**config.mk**
```make
export PLATFORM = sky130hd
export DESIGN_NAME = nes_poll_scheduler
export DESIGN_NICKNAME = d
export VERILOG_FILES = /design/src/rtl/nes_poll_scheduler.sv
export SDC_FILE = /design/constraint.sdc
export NUM_CORES = 1
export LEC_CHECK = 0
export BUFFER_PORTS_ARGS = -buffer_cell sky130_fd_sc_hd__buf_2
export CORE_MARGIN = 3
export CORE_UTILIZATION = 59
export DETAILED_ROUTE_END_ITERATION = 6
export PLACE_DENSITY = 0.8
export SLEW_MARGIN = 20
export SYNTH_ARGS = -nofsm -noshare
export SYNTH_HDL_FRONTEND = slang
export SYNTH_SLANG_ARGS = --single-unit
```
**constraint.sdc**
```tcl
create_clock -name clk -period 5.95 [get_ports clk]
set_input_delay 0.8925 -clock clk [delete_from_list [all_inputs] [get_ports clk]]
set_output_delay 0.8925 -clock clk [all_outputs]
set_load 0.1 [all_outputs]
```
**src/rtl/nes_poll_scheduler.sv**
```systemverilog
// Scheduled poller for two NES controller ports: one latch pulse, then eight shift
// clocks per port (port 0 first), deserialised into active-high button bytes.
module nes_poll_scheduler #(
    parameter int TICK_DIV          = 300,
    parameter int POLL_PERIOD_TICKS = 2778
) (
    input  logic       clk,
    input  logic       reset,
    input  logic       enable,
    input  logic       poll_req,
    input  logic [1:0] nes_data,
    output logic       nes_latch,
    output logic [1:0] nes_clk,
    output logic [7:0] buttons0,
    output logic [7:0] buttons1,
    output logic [7:0] new_press0,
    output logic [7:0] new_press1,
    output logic       frame_valid,
    output logic       busy
);

    localparam int TW = (TICK_DIV > 1) ? $clog2(TICK_DIV) : 1;
    localparam int PW = (POLL_PERIOD_TICKS > 1) ? $clog2(POLL_PERIOD_TICKS) : 1;

    typedef enum logic [2:0] {
        ST_IDLE   = 3'd0,
        ST_LATCH  = 3'd1,
        ST_SAMPLE = 3'd2,
        ST_PULSE  = 3'd3,
        ST_DONE   = 3'd4
    } state_t;

    state_t        state_r, state_s;
    logic [TW-1:0] tick_cnt_r;
    logic [TW-1:0] div_cnt_r;
    logic [PW-1:0] per_cnt_r;
    logic          lat_cnt_r, lat_cnt_s;
    logic          port_r, port_s;
    logic [2:0]    bit_r, bit_s;
    logic [7:0]    shadow0_r, shadow1_r;
    logic [1:0]    sync_a_r, sync_b_r;
    logic          pending_r;
    logic          tick_s, latch_entry_s, sample_s, period_wrap_s;

    assign tick_s        = (state_r != ST_IDLE) && (tick_cnt_r == TW'(TICK_DIV - 1));
    assign latch_entry_s = (state_s == ST_LATCH) && (state_r != ST_LATCH);
    assign sample_s      = (state_r == ST_SAMPLE) && tick_s;
    assign period_wrap_s = enable && (div_cnt_r == TW'(TICK_DIV - 1))
                           && (per_cnt_r == PW'(POLL_PERIOD_TICKS - 1));

    // Two-flop synchroniser; idles at 1 (released, nothing pressed)
    always_ff @(posedge clk or posedge reset) begin
        if (reset) begin
            sync_a_r <= 2'b11;
            sync_b_r <= 2'b11;
        end else begin
            sync_a_r <= nes_data;
            sync_b_r <= sync_a_r;
        end
    end

    // Bus tick counter, realigned to every poll start
    always_ff @(posedge clk or posedge reset) begin
        if (reset) begin
            tick_cnt_r <= '0;
        end else if (latch_entry_s || (state_r == ST_IDLE) || tick_s) begin
            tick_cnt_r <= '0;
        end else begin
            tick_cnt_r <= tick_cnt_r + TW'(1);
        end
    end

    // Free-running period timer for automatic polls
    always_ff @(posedge clk or posedge reset) begin
        if (reset) begin
            div_cnt_r <= '0;
            per_cnt_r <= '0;
        end else if (!enable) begin
            div_cnt_r <= '0;
            per_cnt_r <= '0;
        end else if (div_cnt_r == TW'(TICK_DIV - 1)) begin
            div_cnt_r <= '0;
            per_cnt_r <= period_wrap_s ? '0 : per_cnt_r + PW'(1);
        end else begin
            div_cnt_r <= div_cnt_r + TW'(1);
        end
    end

    // Pending request flag; requests arriving before LATCH entry merge into one poll
    always_ff @(posedge clk or posedge reset) begin
        if (reset) begin
            pending_r <= 1'b0;
        end else if (latch_entry_s) begin
            pending_r <= 1'b0;
        end else if (poll_req || period_wrap_s) begin
            pending_r <= 1'b1;
        end else begin
            pending_r <= pending_r;
        end
    end

    // FSM state and bit/port position registers
    always_ff @(posedge clk or posedge reset) begin
        if (reset) begin
            state_r   <= ST_IDLE;
            lat_cnt_r <= 1'b0;
            port_r    <= 1'b0;
            bit_r     <= 3'd0;
        end else begin
            state_r   <= state_s;
            lat_cnt_r <= lat_cnt_s;
            port_r    <= port_s;
            bit_r     <= bit_s;
        end
    end

    // Next-state logic
    always_comb begin
        state_s   = state_r;
        lat_cnt_s = lat_cnt_r;
        port_s    = port_r;
        bit_s     = bit_r;
        case (state_r)
            ST_IDLE: begin
                if (pending_r) state_s = ST_LATCH;
                else           state_s = ST_IDLE;
            end
            ST_LATCH: begin
                if (tick_s && lat_cnt_r) begin
                    state_s   = ST_SAMPLE;
                    lat_cnt_s = 1'b0;
                    port_s    = 1'b0;
                    bit_s     = 3'd0;
                end else if (tick_s) begin
                    lat_cnt_s = 1'b1;
                end else begin
                    lat_cnt_s = lat_cnt_r;
                end
            end
            ST_SAMPLE: begin
                if (tick_s) state_s = ST_PULSE;
                else        state_s = ST_SAMPLE;
            end
            ST_PULSE: begin
                if (tick_s && (bit_r == 3'd7)) begin
                    bit_s = 3'd0;
                    if (port_r) begin
                        state_s = ST_DONE;
                    end else begin
                        port_s  = 1'b1;
                        state_s = ST_SAMPLE;
                    end
                end else if (tick_s) begin
                    bit_s   = bit_r + 3'd1;
                    state_s = ST_SAMPLE;
                end else begin
                    state_s = ST_PULSE;
                end
            end
            ST_DONE: begin
                if (pending_r) state_s = ST_LATCH;
                else           state_s = ST_IDLE;
            end
            default: state_s = ST_IDLE;
        endcase
    end

    // Shadow shift registers: first bit received (A) ends up in bit 7
    always_ff @(posedge clk or posedge reset) begin
        if (reset) begin
            shadow0_r <= 8'h00;
            shadow1_r <= 8'h00;
        end else if (sample_s && !port_r) begin
            shadow0_r <= {shadow0_r[6:0], ~sync_b_r[0]};
        end else if (sample_s && port_r) begin
            shadow1_r <= {shadow1_r[6:0], ~sync_b_r[1]};
        end
    end

    // Registered outputs, decoded from the next state so they align with it
    always_ff @(posedge clk or posedge reset) begin
        if (reset) begin
            nes_latch   <= 1'b0;
            nes_clk     <= 2'b00;
            busy        <= 1'b0;
            frame_valid <= 1'b0;
            buttons0    <= 8'h00;
            buttons1    <= 8'h00;
            new_press0  <= 8'h00;
            new_press1  <= 8'h00;
        end else begin
            nes_latch   <= (state_s == ST_LATCH);
            nes_clk[0]  <= (state_s == ST_PULSE) && !port_s;
            nes_clk[1]  <= (state_s == ST_PULSE) && port_s;
            busy        <= (state_s != ST_IDLE);
            frame_valid <= (state_s == ST_DONE);
            if (state_s == ST_DONE) begin
                buttons0   <= shadow0_r;
                buttons1   <= shadow1_r;
                new_press0 <= shadow0_r & ~buttons0;
                new_press1 <= shadow1_r & ~buttons1;
            end else begin
                new_press0 <= 8'h00;
                new_press1 <= 8'h00;
            end
        end
    end

endmodule
```
==> impl_metrics.ini <==
[run_status]
status = completed

[place]
port_buffers = 42
dp_hpwl_mm = 4.85
place_inst = 443
place.gp.congestion = 0.804

[layout]
area_growth_pct = 11.6
final_cells = 459
nets = 389
fillCellCount = 458
antenna_cells = 0
final_common_cell = dfrtp_1
final_util = 0.697
final_cell_mix = dfrtp_1, buf_2, nor2_1, nand2_1, mux2_2
register_area_um2 = 2410
drive_above_1_share = 0.238
multi_input_area_um2 = 1540

[clocking]
cts_buffers = 9
cts_setup_buffers = 0
cts_max_level = 3
cts_tree = yes
cts_root_buffer = clkbuf_8
worstSkewPairLatency_ns = 0.37
clockBufferDepth = 2
clkTransAtPathRegs_ns = 0.10
cts-resized-gates = 0
clock-sinks = 96
cts-hold-fix-buffers = 0

[global_routing]
antenna_found_initial = 0
grt_max_degree = 80
grt_overflow_total = 0
grt_usage = 0.195
first_global_vias = 2563
grt_pass1_wl_mm = 11.9

[min_path]
worst_hold_path.num_cells = 0
hold_path_class = flip-flop to flip-flop
hold_path_end = sync_b_r[1]
min_from = sync_a_r[1]

[floorplan]
start_util = 0.625
die_h_um = 88.9
dieArea_um2 = 7910
std_cell_rows = 29
core_um2 = 6490
die-width_um = 88.9
pin_count = 43

[logic_synthesis]
synth_enable_flop_cells = 0
synth_area_um2 = 4060
yosysSeqAreaShare = 0.593
synth-seq-cells = 96
yosysWarningCount = 0
synthesis.nets = 346
synthArstFlopShare = 1.00
ys.flop_type = dfrtp_1
synth_cell_types = 49
avgSynthCellArea_um2 = 12.1
synthCells = 334

[detailed_routing]
drt_iter0_drc = 105
via_per_inst = 5.83
firstDrtPassIters = 5
drt-total-wl_mm = 7.15
drc = 0
vias = 2676
routedWlPerCell_um = 15.6
ant_nets = 0

[critical_path]
startpoint_type = flip-flop
worst-r2r-cell-count = 6
crit_type = flip-flop to flip-flop
slowest_delay_ns = 0.92
crit_fanout = 23
rr_endpoint = buttons1[7]
arrival_ns = 3.14
crit_chain = ha_1, and4b_1, nand2_2, or4_1, inv_2, mux2_2
r2r_setup_slack_ns = 3.07
crit_path_top_delay_cell = or4_1
required_ns = 6.21
rr_startpoint = tick_cnt_r[0]
end_kind = flip-flop

[timing]
setup_viol = 0
tns_ns = 0
period_needed_ns = 2.88
maxSlewViolCount = 0
grt_setup_unrepaired = false
finalHoldViolations = 0
worst_pin_slew_ns = 0.953
fin_crit_sh = 0.484
hold_slack_ns = 0.363
slew_headroom = 0.365
clock_skew_ns = 0.0139
max_clock_freq_mhz = 347

[flow_run]
max-cap-violations = 0

[pwr]
powerDensity_nw_per_um2 = 279
leakage_nw = 2.19
irDropWorstVdd_v = 0.000170
-- metrics by stage --
step	instance area, um2	worst slack [ns]	total power [mW]
6_report	4530	3.07	1.26
2_1_floorplan	4060	2.56	0.802
4_1_cts	4530	3.06	1.27
3_5_place_dp	4310	3.08	0.830
3_3_place_gp	4310	3.18	0.827
5_1_grt	4530	2.90	1.32
-- cells in the mapped netlist, types with 2 or more instances --
| cell type | number | area [um2] |
|---|---|---|
| nand4_1 | 6 | 37.5 |
| mux2i_1 | 2 | 20.0 |
| dfstp_2 | 4 | 105 |
| a22o_1 | 2 | 17.5 |
| mux2_2 | 19 | 214 |
| mux2_4 | 3 | 45.0 |
| and4b_1 | 2 | 20.0 |
| and2_1 | 2 | 12.5 |
| clkbuf_1 | 7 | 26.3 |
| nand3_1 | 15 | 75.1 |
| buf_2 | 2 | 10.0 |
| and4_1 | 2 | 17.5 |
| nor2_1 | 25 | 93.8 |
| mux2_1 | 9 | 101 |
| a21oi_1 | 3 | 15.0 |
| xnor2_1 | 8 | 70.1 |
| nand4b_1 | 2 | 17.5 |
| o211ai_1 | 5 | 37.5 |
| and3_1 | 4 | 25.0 |
| nand2_1 | 23 | 86.3 |
| dfrtp_1 | 92 | 2300 |
| nor3b_1 | 16 | 120 |
| o22ai_1 | 2 | 12.5 |
| nor3_1 | 9 | 45.0 |
| a31oi_1 | 6 | 37.5 |
| xor2_1 | 9 | 78.8 |
| buf_6 | 2 | 22.5 |
| o21ai_0 | 7 | 35.0 |
| inv_1 | 12 | 45.0 |
| nand2b_1 | 2 | 12.5 |
| o31a_1 | 5 | 43.8 |
| ha_1 | 6 | 75.1 |
| nor4_1 | 5 | 31.3 |
-- where the power goes --
group | internal (mW) | switching (mW)
combinational | 0.0417 | 0.0619
sequential | 0.680 | 0.0338
clock | 0.211 | 0.232
total | 0.933 | 0.328
-- critical path, delay by kind of cell (launching register included) --
family	cells	cell delay [ns]
adders and majority gates	1	0.26
buffers and inverters	1	0.42
DFF	1	0.41
muxes	1	0.38
and+or+nand+nor	3	1.30
-- final cells by class --
cell class	instances	area share
sequential	96	0.532
clock inverter	6	0.0166
clock buffer	10	0.0304
multi-input combinational	214	0.341
tap	77	0.0213
timing repair buffer	43	0.0481
inverter	13	0.0111
-- flip-flops by register name, indices dropped and copies added, names as in the netlist, 3 cells and up --
signal and cells:
bit_r 3, buttons0 8, buttons1 8, div_cnt_r 9, new_press0 8, new_press1 8, per_cnt_r 12, shadow0_r 8
shadow1_r 8, state_r 3, tick_cnt_r 9
-- worst max-delay path by stage --
stage,to,cells after the start,startpoint,slack (ns)
2_1_floorplan,bit_r[0],1,reset,2.56
3_3_place_gp,buttons0[7],6,tick_cnt_r[0],3.18
3_5_place_dp,buttons1[7],6,tick_cnt_r[0],3.08
4_1_cts,buttons1[7],6,tick_cnt_r[0],3.06
5_1_grt,buttons1[7],6,tick_cnt_r[0],2.90
6_report,buttons1[7],6,tick_cnt_r[0],3.07
-- cells by family after synthesis --
family,count (synthesis),share of synthesized area
AND/OR/NAND/NOR,121,0.167
flip-flops,96,0.593
AO/OA/AOI/OAI,37,0.0639
multiplexers,33,0.0938
buffers and inverters,24,0.0265
XOR/XNOR,17,0.0367
adder cells (fa/ha/maj),6,0.0185
-- per-layer routing --
metal	vias to the layer above	track usage	wire length (um)
met4	0	0.0810	116
met3	12	0.0470	311
met1	1321	0.271	3320
li1	1278	-	-
met5	-	0	0
met2	65	0.297	3400
Power figures use the tool's default switching activity.
